$ cat src/rtl/adc_axis_pkg.sv
`default_nettype none
// ============================================================================
// Module   : adc_axis_pkg
// Brief    : Shared ADC stream widths, decimation range and helpers.
// Revision : 1.0 - initial release
// ============================================================================
package adc_axis_pkg;

  localparam int c_ADC_WIDTH          = 12;
  localparam int c_AXIS_TDATA_WIDTH   = 32;
  localparam int c_LOG2_DECIM_MIN     = 0;
  localparam int c_LOG2_DECIM_MAX     = 8;
  localparam int c_LOG2_DECIM_DEFAULT = 4;

  // A window of 2**log2_decim full-scale samples fits exactly in this width.
  function automatic int acc_width(input int adc_width, input int log2_decim);
    return adc_width + log2_decim;
  endfunction

endpackage : adc_axis_pkg
`default_nettype wire

$ cat src/rtl/adc_axis_if.sv
`default_nettype none
// ============================================================================
// Module   : adc_axis_if
// Brief    : AXI-Stream tvalid/tready/tdata bundle with master/slave views.
// Revision : 1.0 - initial release
// ============================================================================
interface adc_axis_if
  import adc_axis_pkg::*;
#(
  parameter int TDATA_WIDTH = c_AXIS_TDATA_WIDTH
) ();

  logic                   tvalid;
  logic                   tready;
  logic [TDATA_WIDTH-1:0] tdata;

  modport master (output tvalid, output tdata, input tready);
  modport slave  (input tvalid, input tdata, output tready);

endinterface : adc_axis_if
`default_nettype wire

$ cat src/rtl/adc_decim_channel.sv
`default_nettype none
// ============================================================================
// Module   : adc_decim_channel
// Brief    : One boxcar-decimation lane: accumulator, window counter,
//            AXI-Stream output register and sticky overrun flag.
//            ADC_DECIM_ROUND_EN selects round-half-up with saturation.
// Revision : 1.0 - initial release
// ============================================================================
module adc_decim_channel
  import adc_axis_pkg::*;
#(
  parameter int ADC_WIDTH        = c_ADC_WIDTH,
  parameter int AXIS_TDATA_WIDTH = c_AXIS_TDATA_WIDTH,
  parameter int LOG2_DECIM       = c_LOG2_DECIM_DEFAULT
) (
  input  logic       aclk,
  input  logic       aresetn,
  input  logic       en,
  input  logic       clr_overrun,
  adc_axis_if.slave  s_axis,
  adc_axis_if.master m_axis,
  output logic       overrun
);

  localparam int c_ACC_W = acc_width(ADC_WIDTH, LOG2_DECIM);

  logic                 w_take;
  logic                 w_last;
  logic                 w_load_ok;
  logic [ADC_WIDTH-1:0] w_sample;
  logic [ADC_WIDTH-1:0] w_result;

  logic                 r_tvalid;
  logic [ADC_WIDTH-1:0] r_tdata;
  logic                 r_overrun;

  // The ADC source is free-running and cannot be back-pressured.
  assign s_axis.tready = 1'b1;

  assign w_sample  = ADC_WIDTH'(s_axis.tdata);
  assign w_take    = en & s_axis.tvalid;
  assign w_load_ok = ~r_tvalid | m_axis.tready;

  generate
    if (LOG2_DECIM == 0) begin : g_passthru
      assign w_last   = w_take;
      assign w_result = w_sample;
    end else begin : g_window
      logic [LOG2_DECIM-1:0] r_cnt;
      logic [c_ACC_W-1:0]    r_acc;
      logic [c_ACC_W-1:0]    w_sum;

      assign w_sum  = r_acc + c_ACC_W'(w_sample);
      assign w_last = w_take & (r_cnt == '1);

      always_ff @(posedge aclk or negedge aresetn) begin
        if (!aresetn) begin
          r_cnt <= '0;
          r_acc <= '0;
        end else if (!en) begin
          r_cnt <= '0;
          r_acc <= '0;
        end else if (w_take) begin
          if (w_last) begin
            r_cnt <= '0;
            r_acc <= '0;
          end else begin
            r_cnt <= r_cnt + LOG2_DECIM'(1);
            r_acc <= w_sum;
          end
        end
      end

`ifdef ADC_DECIM_ROUND_EN
      localparam logic [c_ACC_W:0] c_HALF = {{c_ACC_W{1'b0}}, 1'b1} << (LOG2_DECIM - 1);

      logic [c_ACC_W:0]   w_rounded;
      logic [ADC_WIDTH:0] w_quot;

      // One guard bit above the sample width catches any carry from rounding.
      assign w_rounded = {1'b0, w_sum} + c_HALF;
      assign w_quot    = (ADC_WIDTH + 1)'(w_rounded >> LOG2_DECIM);
      assign w_result  = w_quot[ADC_WIDTH] ? {ADC_WIDTH{1'b1}} : w_quot[ADC_WIDTH-1:0];
`else
      assign w_result = ADC_WIDTH'(w_sum >> LOG2_DECIM);
`endif
    end
  endgenerate

  // A result loads only when the slot is empty or is being drained this cycle.
  always_ff @(posedge aclk or negedge aresetn) begin
    if (!aresetn) begin
      r_tvalid  <= 1'b0;
      r_tdata   <= '0;
      r_overrun <= 1'b0;
    end else begin
      if (w_last && w_load_ok) begin
        r_tvalid <= 1'b1;
        r_tdata  <= w_result;
      end else if (r_tvalid && m_axis.tready) begin
        r_tvalid <= 1'b0;
      end

      if (w_last && !w_load_ok) begin
        r_overrun <= 1'b1;
      end else if (clr_overrun) begin
        r_overrun <= 1'b0;
      end
    end
  end

  assign m_axis.tvalid = r_tvalid;
  assign m_axis.tdata  = AXIS_TDATA_WIDTH'(r_tdata);
  assign overrun       = r_overrun;

endmodule : adc_decim_channel
`default_nettype wire

$ cat src/rtl/adc_axis_decimator.sv
`default_nettype none
// ============================================================================
// Module   : adc_axis_decimator
// Brief    : Two independent ADC boxcar decimators feeding AXI-Stream masters.
//            ADC_DECIM_ROUND_EN selects round-half-up with saturation.
// Revision : 1.0 - initial release
// ============================================================================
module adc_axis_decimator
  import adc_axis_pkg::*;
#(
  parameter int ADC_WIDTH        = c_ADC_WIDTH,
  parameter int AXIS_TDATA_WIDTH = c_AXIS_TDATA_WIDTH,
  parameter int LOG2_DECIM       = c_LOG2_DECIM_DEFAULT
) (
  input  logic       aclk,
  input  logic       aresetn,
  input  logic       en,
  input  logic       clr_overrun,
  adc_axis_if.slave  s_axis_a,
  adc_axis_if.slave  s_axis_b,
  adc_axis_if.master m_axis_a,
  adc_axis_if.master m_axis_b,
  output logic [1:0] overrun
);

  logic w_overrun_a;
  logic w_overrun_b;

  adc_decim_channel #(
    .ADC_WIDTH        (ADC_WIDTH),
    .AXIS_TDATA_WIDTH (AXIS_TDATA_WIDTH),
    .LOG2_DECIM       (LOG2_DECIM)
  ) u_chan_a (
    .aclk        (aclk),
    .aresetn     (aresetn),
    .en          (en),
    .clr_overrun (clr_overrun),
    .s_axis      (s_axis_a),
    .m_axis      (m_axis_a),
    .overrun     (w_overrun_a)
  );

  adc_decim_channel #(
    .ADC_WIDTH        (ADC_WIDTH),
    .AXIS_TDATA_WIDTH (AXIS_TDATA_WIDTH),
    .LOG2_DECIM       (LOG2_DECIM)
  ) u_chan_b (
    .aclk        (aclk),
    .aresetn     (aresetn),
    .en          (en),
    .clr_overrun (clr_overrun),
    .s_axis      (s_axis_b),
    .m_axis      (m_axis_b),
    .overrun     (w_overrun_b)
  );

  assign overrun = {w_overrun_b, w_overrun_a};

endmodule : adc_axis_decimator
`default_nettype wire

$ cat src/flat_wrapper.sv
// flat-port wrapper written by rule: the top's interface ports become plain ports
module adc_axis_decimator_flat import adc_axis_pkg::*;
#(
  parameter int ADC_WIDTH        = c_ADC_WIDTH,
  parameter int AXIS_TDATA_WIDTH = c_AXIS_TDATA_WIDTH,
  parameter int LOG2_DECIM       = c_LOG2_DECIM_DEFAULT
)
  (aclk, aresetn, en, clr_overrun, overrun, s_axis_a_tvalid, s_axis_a_tdata, s_axis_a_tready, s_axis_b_tvalid, s_axis_b_tdata, s_axis_b_tready, m_axis_a_tvalid, m_axis_a_tdata, m_axis_a_tready, m_axis_b_tvalid, m_axis_b_tdata, m_axis_b_tready);
  adc_axis_if #(.TDATA_WIDTH(32)) s_axis_a_i ();
  adc_axis_if #(.TDATA_WIDTH(32)) s_axis_b_i ();
  adc_axis_if #(.TDATA_WIDTH(32)) m_axis_a_i ();
  adc_axis_if #(.TDATA_WIDTH(32)) m_axis_b_i ();
  input  logic aclk;
  input  logic aresetn;
  input  logic en;
  input  logic clr_overrun;
  output logic [1:0] overrun;
  input wire logic [$bits(s_axis_a_i.tvalid)-1:0] s_axis_a_tvalid;
  input wire logic [$bits(s_axis_a_i.tdata)-1:0] s_axis_a_tdata;
  output wire logic [$bits(s_axis_a_i.tready)-1:0] s_axis_a_tready;
  input wire logic [$bits(s_axis_b_i.tvalid)-1:0] s_axis_b_tvalid;
  input wire logic [$bits(s_axis_b_i.tdata)-1:0] s_axis_b_tdata;
  output wire logic [$bits(s_axis_b_i.tready)-1:0] s_axis_b_tready;
  output wire logic [$bits(m_axis_a_i.tvalid)-1:0] m_axis_a_tvalid;
  output wire logic [$bits(m_axis_a_i.tdata)-1:0] m_axis_a_tdata;
  input wire logic [$bits(m_axis_a_i.tready)-1:0] m_axis_a_tready;
  output wire logic [$bits(m_axis_b_i.tvalid)-1:0] m_axis_b_tvalid;
  output wire logic [$bits(m_axis_b_i.tdata)-1:0] m_axis_b_tdata;
  input wire logic [$bits(m_axis_b_i.tready)-1:0] m_axis_b_tready;
  assign s_axis_a_i.tvalid = s_axis_a_tvalid;
  assign s_axis_a_i.tdata = s_axis_a_tdata;
  assign s_axis_a_tready = s_axis_a_i.tready;
  assign s_axis_b_i.tvalid = s_axis_b_tvalid;
  assign s_axis_b_i.tdata = s_axis_b_tdata;
  assign s_axis_b_tready = s_axis_b_i.tready;
  assign m_axis_a_tvalid = m_axis_a_i.tvalid;
  assign m_axis_a_tdata = m_axis_a_i.tdata;
  assign m_axis_a_i.tready = m_axis_a_tready;
  assign m_axis_b_tvalid = m_axis_b_i.tvalid;
  assign m_axis_b_tdata = m_axis_b_i.tdata;
  assign m_axis_b_i.tready = m_axis_b_tready;
  adc_axis_decimator #(.ADC_WIDTH(ADC_WIDTH), .AXIS_TDATA_WIDTH(AXIS_TDATA_WIDTH), .LOG2_DECIM(LOG2_DECIM)) u_core (.aclk(aclk), .aresetn(aresetn), .en(en), .clr_overrun(clr_overrun), .s_axis_a(s_axis_a_i), .s_axis_b(s_axis_b_i), .m_axis_a(m_axis_a_i), .m_axis_b(m_axis_b_i), .overrun(overrun));
endmodule
$ cat config.mk
export PLATFORM = sky130hd
export DESIGN_NAME = adc_axis_decimator_flat
export DESIGN_NICKNAME = d
export VERILOG_FILES = /design/src/rtl/adc_axis_pkg.sv /design/src/rtl/adc_axis_if.sv /design/src/rtl/adc_decim_channel.sv /design/src/rtl/adc_axis_decimator.sv /design/src/flat_wrapper.sv
export SDC_FILE = /design/constraint.sdc
export NUM_CORES = 1
export LEC_CHECK = 0
export BUFFER_PORTS_ARGS = -buffer_cell sky130_fd_sc_hd__buf_2
export CORE_ASPECT_RATIO = 1.1
export CORE_MARGIN = 5
export CORE_UTILIZATION = 35
export CTS_CLUSTER_DIAMETER = 150
export DETAILED_ROUTE_END_ITERATION = 12
export SYNTH_ARGS = -nofsm -noshare
export SYNTH_HDL_FRONTEND = slang
export SYNTH_SLANG_ARGS = --single-unit
$ cat constraint.sdc
create_clock -name aclk -period 3.7 [get_ports aclk]
set_input_delay 0.74 -clock aclk [delete_from_list [all_inputs] [get_ports aclk]]
set_output_delay 0.74 -clock aclk [all_outputs]
set_load 0.02 [all_outputs]
=== Yosys cells after proc, flatten, opt, wreduce, memory -nomap -nowiden ===
Cells that the tools add are included.

* Bits in registers: 68
* Word-level logic and storage cells: 57

* Reductions and logical operators: 12
* Eq/ne operators: 4
* Bitwise operators: 8
* $add $sub $neg: 4
* Muxes and demuxes: 19

{| class="wikitable"
|+ Operator list
! cell !! number
|-
| 16-bit 2-to-1 mux || 6
|-
| 16-bit by 12-bit adder with 16-bit output || 2
|-
| 4-bit 2-to-1 mux || 6
|-
| 4-bit by 1-bit adder with 4-bit output, second input constant || 2
|-
| 4-bit == test, second input constant || 2
|-
| 2-bit nonzero test || 4
|-
| 1-bit 2-to-1 mux || 7
|-
| 1-bit logical AND || 6
|-
| 1-bit AND || 4
|-
| 2-bit by 1-bit != test with 1-bit output, second input constant || 2
|-
| 1-bit logical NOT || 2
|-
| 1-bit NOT || 2
|-
| 1-bit OR || 2
|}

=== Longest topological paths before layout ===
Gate-level depths: netlist of run 1.

* Depth after elaboration: 5
* Depth in mapped cells: 9

=== Cells and area by module ===
A second synthesis of run 1 with hierarchy kept.

* Cells, all modules: 424
* Area total of the unflattened synthesis: 4266.6 sq um

{| class="wikitable"
|+ Modules (own cells, without submodules)
! module !! area an instance (sq um) !! cells an instance !! instances !! sequential area each (sq um)
|-
| adc_decim_channel || 2125.8 || 211 || 2 || 850.8
|-
| adc_axis_decimator || 15.0 || 2 || 1 || 0.0
|}

=== Worst setup path after synthesis of run 1 ===
No wires, ideal clock.

* Path type: input to register
* Start point: input port s_axis_b_tdata[0]
* End point: register u_core.u_chan_b.r_tdata[6]
* Path buffers: 0
* Arrival: 2.455 ns
* Required time: 3.572 ns
* Stages: 8
* Setup time: 0.128 ns
* Slack: 1.117 ns
* Cells stage by stage: ha_1 -> fa_1 -> a211oi_1 -> nor2_1 -> a41oi_1 -> a31oi_1 -> xor2_1 -> mux2_1

* Longest elaborated chain between the ends: 1

{| class="wikitable"
|+ RTL lines
! element !! line !! text
|-
| start, declared || flat_wrapper.sv:22 || <nowiki>input wire logic [$bits(s_axis_b_i.tdata)-1:0] s_axis_b_tdata;</nowiki>
|-
| 16-bit by 12-bit adder with 16-bit output || adc_decim_channel.sv:53 || <nowiki>assign w_sum = r_acc + c_ACC_W'(w_sample);</nowiki>
|-
| end signal, assigned || adc_decim_channel.sv:99 || <nowiki>r_tdata <= w_result;</nowiki>
|-
| end, declared || adc_decim_channel.sv:34 || <nowiki>logic [ADC_WIDTH-1:0] r_tdata;</nowiki>
|}

Every way passes these cells.
A chain may end at the register's enable or synchronous reset.

=== Final worst setup path of run 1 ===
Ends and elaborated chain as after synthesis.

==> summary.txt, run 1 <==
Global routing
  • Pin count of the biggest net entering global routing: 69
  • Gr usage total: 0.134
  • First-pass GRT wire length: around 16 mm
  • Number of global-route vias before repair: 3329
  • Initial antenna violation count: 0
  • Gr ovfl total: 0

Yosys
  • Synthesized instance count: 442
  • Post-synthesis sequential area ratio: 0.398
  • Share of the synthesized area in the top cell type: 0.398
  • #FFs+latches synth: 68
  • Cell Area, Synth: 0.00428 mm^2
  • Area contributors post-synth: dfrtp_1 40%, buf_4 7.7%, ha_1 7.6%
  • Mean Syn Cell Area: 9.68 um^2
  • Async S/R FF share, synth: 1.00
  • Ys flop type: dfrtp_1
  • Count leader, synth: dfrtp_1
  • Largest area contributor in the netlist: dfrtp_1
  • Synth cell count leaders: 68 x dfrtp_1, 44 x buf_4, 31 x nand2_1
  • Syn. warnings: 0
  • EDFF count, synth: 0
  • Synth cell types: 54

Critical path
  • Crit path depth: 9
  • Critical path's top delay family: compound AO/OA/AOI/OAI gates
  • Flop-to-flop setup slack: 1220 ps
  • WP buf/inv: 1
  • R2R cell count: 8
  • Worst-path maximum fanout: 4
  • CP Launch Type: input pin
  • R2R Path End: u_core.u_chan_b.r_tdata[6]
  • Required @ worst endpoint: 3910 ps
  • Critical path origin: s_axis_b_tdata[0]
  • Crit end category: flop
  • Crit path largest cell delay: roughly 440 ps
  • CP arrival: between 2000 and 3000 ps
  • Kind of critical path: input pin to flop
  • Setup crit end: u_core.u_chan_b.r_tdata[6]
  • Slowest CP cell: fa_1
  • R2r startpoint: u_core.u_chan_b.g_window.r_acc[0]
  • CP Cell Sequence: buf_2, ha_1, fa_1, a211oi_1, nor2_1, a41oi_1, a31oi_1, xor2_1, mux2_1

Floorplan
  • Num rows: 42
  • Die H: 126 um
  • Core region area: 0.0120 mm^2
  • Die area: approximately 0.015 mm^2
  • Chip width: between 100 and 150 um
  • Initial Util: 0.356
  • I/O pins: 142

CTS
  • CTS Sinks: 68
  • Post-CTS resize count: 0
  • CTS tree: yes
  • H-tree depth: 3
  • Setup Buffers After CTS: 0
  • CTS Buffer Depth: 2
  • Worst-path clk slew: 50 ps
  • Num CTS Buffers: 9
  • Root buf cell: clkbuf_16
  • Cts hold-fix bufs: 0
  • Worst-Skew Late Latency: ~330 ps

Placed design
  • Final HPWL from detailed placement: 6.85 mm
  • Count of port buffers added during placement: 59
  • DP Worst Slack: 754 ps
  • GPL Wtd Cong: 0.804

Route
  • Met1 WL: 4.41 mm
  • Detail Route met3 WL: 360 um
  • Via count: 3321
  • Post-route DRC: 0
  • Router iterations before antenna repair: 4
  • Drt wl/cell: 14.3 um
  • DR top layer: met4
  • Final ANT Viol Nets: 0
  • Total Routed Length: 9.45 mm
  • DRT iter0 DRCs: between 100 and 150
  • Via/cell ratio: 5.03
  • WL met2: 4.59 mm

Power and ir drop
  • Pint: 1.67 mW
  • Tot Pwr: about 2.3 mW
  • Part of the power in the clock network: 0.437
  • Net Sw Frac: 0.278
  • Leak: 2.48 nW
  • Sequential power share: 0.353
  • Max VDD drop: between 0.00015 and 0.0002 V
  • Gate power share: 0.210
  • Psw: 0.641 mW
  • Power density over the cells: 468 mW/mm^2

STA
  • Post-route setup slack: 1070 ps
  • TNS Setup: 0 ps
  • Slew Limit Headroom: 0.416
  • Slew Limit Fails: 0
  • Final hold violation count: 0
  • Slew @ Worst Pin: ~880 ps
  • RSZ-0062 raised after global routing: no
  • Final min period: ~2600 ps
  • Worst Clk Skew: between 8 and 9 ps
  • Max frequency: 381 MHz
  • Final setup fails: 0
  • Tcrit/Tclk final: 0.710

Layout
  • Ant diodes: 0
  • # nets final: approximately 600
  • Utilization after layout: 0.410
  • P&R area growth vs syn: 15.2%
  • Share of layout cells above drive strength 1: 0.186
  • Filler cells: roughly 1.2k

Worst hold path
  • Hold WC Path Type: flop to flop

Run
  • Max Cap Viol: 0

Run status
  • Status: complete, no violations
[metrics by stage]
stage	area [um^2]	std cells	hold slack, ps
after floorplan	4430	482	444
after global placement	4580	644	468
after detailed placement	4580	644	474
after CTS	4930	660	486
after global routing	4930	660	510
final	4930	660	480
[per-layer routing]
layer | GRT usage | up-vias
met3 | 0.0326 | 7
met5 | 0 | -
met1 | 0.179 | 1602
met2 | 0.216 | 64
met4 | 0.0407 | 0
li1 | - | 1648
[area by class of cell]
type / instances / area [um^2] / area share
inverter: 13 / 48.8 / 0.00990
sequential: 68 / 1700 / 0.345
clock inverter: 4 / 95.1 / 0.0193
timing repair buffer: 64 / 333 / 0.0675
clock buffer: 12 / 256 / 0.0520
tap: 154 / 193 / 0.0391
multi-input combinational: 345 / 2300 / 0.467
[how the worst min path moves through the flow]
stage	depth (start not counted)	start	slack, ps	to
global placement	2	u_core.u_chan_a.r_tdata[9]	470	u_core.u_chan_a.r_tdata[9]
global route	2	u_core.u_chan_b.r_tdata[11]	510	u_core.u_chan_b.r_tdata[11]
finish	1	u_core.u_chan_b.r_tdata[7]	480	u_core.u_chan_b.r_tdata[7]
detailed placement	2	u_core.u_chan_b.r_tdata[10]	470	u_core.u_chan_b.r_tdata[10]
CTS	2	u_core.u_chan_b.r_tdata[10]	490	u_core.u_chan_b.r_tdata[10]
floorplan	0	aresetn	440	u_core.u_chan_a.g_window.r_acc[0]
[kinds of logic (layout without fill, tap and decap cells)]
kind of cell | count (synthesis) | after routing | share of synthesized area
and+or+nand+nor | 112 | 112 | 0.127
xor gates and xnor gates | 21 | 21 | 0.0430
AOI/OAI and AO/OA | 124 | 124 | 0.198
DFF | 68 | 68 | 0.398
buffers and inverters | 69 | 93 | 0.0994
adders and majority gates | 28 | 28 | 0.0854
muxes | 18 | 18 | 0.0474
other | 2 | 42 | 0.00175
[power by group through the flow]
stage / Sequential (mW) / Clock [mW] / Combinational [mW]
final: 0.814 / 1.01 / 0.485
after CTS: 0.813 / 1.03 / 0.487
after global routing: 0.819 / 1.07 / 0.548
after floorplan: 0.819 / 0 / 0.406
after detailed placement: 0.826 / 0 / 0.481
after global placement: 0.824 / 0 / 0.472
[flip-flops by register name, summed over array words and instances, names as in the netlist]
signal	flops
u_core.u_chan_a.g_window.r_acc	16
u_core.u_chan_b.g_window.r_acc	16
u_core.u_chan_a.r_tdata	12
u_core.u_chan_b.r_tdata	12
u_core.u_chan_a.g_window.r_cnt	4
u_core.u_chan_b.g_window.r_cnt	4
u_core.u_chan_a.m_axis.tvalid	1
u_core.u_chan_a.overrun	1
u_core.u_chan_b.m_axis.tvalid	1
u_core.u_chan_b.overrun	1
[layout by cell type (no fill, tap or decap), types with 12 or more instances in the layout]
master,netlist,routed
a21oi_1,19,19
a22o_1,19,19
buf_2,1,59
conb_1,2,42
dfrtp_1,68,68
ha_1,26,26
inv_1,12,12
nand2_1,31,31
nand3_1,14,14
nor2_1,25,25
o21ai_0,13,13
o21ai_1,23,23
xnor2_1,12,12
(Power assumes the default switching activity.)
==> run 2: changes to the inputs <==
==> constraint.sdc (replaced) <==
create_clock -name aclk -period 2.4 [get_ports aclk]
set_input_delay 0.48 -clock aclk [delete_from_list [all_inputs] [get_ports aclk]]
set_output_delay 0.48 -clock aclk [all_outputs]
set_load 0.02 [all_outputs]
==> run 2 against run 1 <==
  * Non-clock buffer count rose by 14
  * Hold slack got worse by 350 ps
  * First-iteration DRC count rose by 10%
  * Final cell count rose by 1.8%
  * Via count rose by 0.81%
  * Sequential cell count did not move
  * Sequential power rose by 55%
  * Worst setup slack got worse by 930 ps
  * Critical path type is now flop to flop
  * Critical endpoint is now u_core.u_chan_b.r_tdata[2]
==> summary.txt, run 2 (synthesized netlist as in run 1, its figures left out) <==
Run status
  • Status: complete, no violations

Layout
  • Most frequent cells in the layout: 68 x dfrtp_1, 59 x buf_2, 42 x conb_1, 31 x nand2_1, 26 x ha_1
  • Share of layout cells above drive strength 1: 0.216 (+0.0304)
  • Filler cells: 1169 (-0.85%)
  • P&R area growth vs syn: 17.4%
  • Most common cell after layout, fill and taps aside: dfrtp_1
  • Ant diodes: 0 (unchanged)
  • Utilization after layout: 0.417 (+0.00769)
  • # nets final: 615 (+2.3%)
  • Largest regs: u_core.u_chan_a.g_window.r_acc (16), u_core.u_chan_b.g_window.r_acc (16)
  • Final Non-Filler Cells: 672 (+1.8%)

Critical path
  • CP Launch Type: flop
  • Worst-path maximum fanout: 3 (-1)
  • Most common cell on crit path: nor2_1
  • WP buf/inv: 1 (unchanged)
  • CP Cell Sequence: ha_1, fa_1, a211oi_2, nor2_1, buf_4, o21a_1, nor2_1, xnor2_1, mux2_1
  • R2R Path End: u_core.u_chan_b.r_tdata[2]
  • Crit path largest cell delay: 420 ps (-20 ps)
  • CP arrival: 2470 ps (-360 ps)
  • Slowest CP cell: fa_1
  • Crit path depth: 9 (unchanged)
  • Critical path's top delay family: adder cells
  • Required @ worst endpoint: 2610 ps (-1300 ps)
  • Kind of critical path: flop to flop
  • Flop-to-flop setup slack: 140 ps (-1080 ps)
  • Crit end category: flop
  • R2r startpoint: u_core.u_chan_b.g_window.r_acc[0]
  • R2R cell count: 9 (+1)

CTS
  • CTS Buffer Depth: 2 (unchanged)
  • CTS Sinks: 68 (unchanged)
  • Setup Buffers After CTS: 0 (unchanged)
  • Root buf cell: clkbuf_16
  • Worst-path clk slew: 50 ps (about the same)
  • CTS tree: yes
  • Worst-Skew Late Latency: 330 ps (about the same)
  • Cts hold-fix bufs: 0 (unchanged)
  • H-tree depth: 3 (unchanged)
  • Num CTS Buffers: 9 (unchanged)

Floorplan
  • Die H: 126 um (unchanged)
  • Initial Util: 0.356 (unchanged)
  • I/O pins: 142 (unchanged)
  • Die area: 0.0145 mm^2 (unchanged)
  • Core region area: 0.0120 mm^2 (unchanged)
  • Chip width: 115 um (unchanged)
  • Num rows: 42 (unchanged)

Route
  • Via count: 3348 (+0.81%)
  • Total Routed Length: 9.53 mm (+0.88%)
  • Drt wl/cell: 14.2 um (-0.92%)
  • Post-route DRC: 0 (unchanged)
  • Final ANT Viol Nets: 0 (unchanged)
  • Router iterations before antenna repair: 4 (unchanged)
  • Via/cell ratio: 4.98 (-0.99%)
  • DRT iter0 DRCs: 152 (+10%)

Run
  • Max Cap Viol: 0 (unchanged)

STA
  • Slew Limit Fails: 0 (unchanged)
  • Max frequency: between 400 and 500 MHz
  • Worst Clk Skew: 6.07 ps (-2.19 ps)
  • Post-route setup slack: 140 ps (-935 ps)
  • Final min period: 2260 ps
  • Hold_ws: 133 ps (-347 ps)
  • Slew @ Worst Pin: 693 ps (-182 ps)
  • Final setup fails: 0 (unchanged)
  • Final hold violation count: 0 (unchanged)
  • RSZ-0062 raised after global routing: no
  • Slew Limit Headroom: 0.538 (+0.121)
  • Tcrit/Tclk final: 0.942

Power and ir drop
  • Tot Pwr: 3.36 mW (+46%)
  • Leak: 2.53 nW (+2.3%)
  • Power density over the cells: 669 mW/mm^2 (+43%)
  • Max VDD drop: 0.000281 V (+71%)

Placed design
  • Placed Cells: 658 (+2.2%)
  • DP Worst Slack: -286 ps (-1040 ps)
  • Count of port buffers added during placement: 59 (unchanged)
  • Final HPWL from detailed placement: 6.93 mm (+1.2%)
  • GPL Wtd Cong: 0.811 (+0.93%)

Global routing
  • Pin count of the biggest net entering global routing: 69 (unchanged)
  • Initial antenna violation count: 0 (unchanged)
  • First-pass GRT wire length: 15.9 mm (-0.30%)
  • Gr ovfl total: 0 (unchanged)
  • Gr usage total: 0.136 (+0.00136)
  • Number of global-route vias before repair: 3296 (-0.99%)

Worst hold path
  • Hold WC Path Type: input pin to async pin
## run 2: area by class of cell
type | count | area, um^2 | area share
Inverter | 13 | 48.8 | 0.00971
Clock inverter | 2 | 35.0 | 0.00697
Timing Repair Buffer | 78 | 450 | 0.0897
Clock buffer | 12 | 256 | 0.0511
Sequential cell | 68 | 1700 | 0.339
Tap cell | 154 | 193 | 0.0384
Multi-Input combinational cell | 345 | 2340 | 0.466
## run 2: report_power, final
group          leakage, nW  switching (mW)  internal (mW)
Combinational         1.46           0.475          0.325
Sequential           0.930          0.0461           1.21
Clock                0.145           0.458          0.847
Total                 2.53           0.979           2.38
## run 2: routing by layer
metal	GRT usage	wire, um
met5	0	0
met4	0.0573	195
met3	0.0264	401
met2	0.204	4350
met1	0.190	4580
## run 2: repair_timing
| action | CTS | global route |
|---|---|---|
| pin swaps | 0 | 4 |
| endpoints found under the setup margin | 1 | 13 |
| gates resized for setup | 1 | 5 |
## run 2: worst max path at each step
| stage | start | slack, ps | end |
|---|---|---|---|
| floorplan | s_axis_b_tdata[0] | 80 | u_core.u_chan_b.r_tdata[6] |
| global route | u_core.u_chan_b.g_window.r_acc[0] | 10 | u_core.u_chan_b.r_tdata[2] |
| global placement | s_axis_b_tdata[0] | -170 | u_core.u_chan_b.r_tdata[6] |
| CTS | u_core.u_chan_b.g_window.r_acc[0] | 2 | u_core.u_chan_b.g_window.r_acc[12] |
| finish | u_core.u_chan_b.g_window.r_acc[0] | 140 | u_core.u_chan_b.r_tdata[2] |
| detailed placement | s_axis_b_tdata[0] | -290 | u_core.u_chan_b.r_tdata[6] |
## run 2: metrics by stage
stage	setup TNS, ps	cell area (um^2)
6_report	0	5020
5_1_grt	0	5020
4_1_cts	0	5000
3_5_place_dp	-2370	4700
3_3_place_gp	-1360	4700
2_1_floorplan	0	4430
## run 2: worst register-to-register path: stages, from the launching register on
cell	delay [ps]
dfrtp_1	380
ha_1	210
fa_1	420
a211oi_2	210
nor2_1	120
buf_4	150
o21a_1	160
nor2_1	110
xnor2_1	90
mux2_1	300
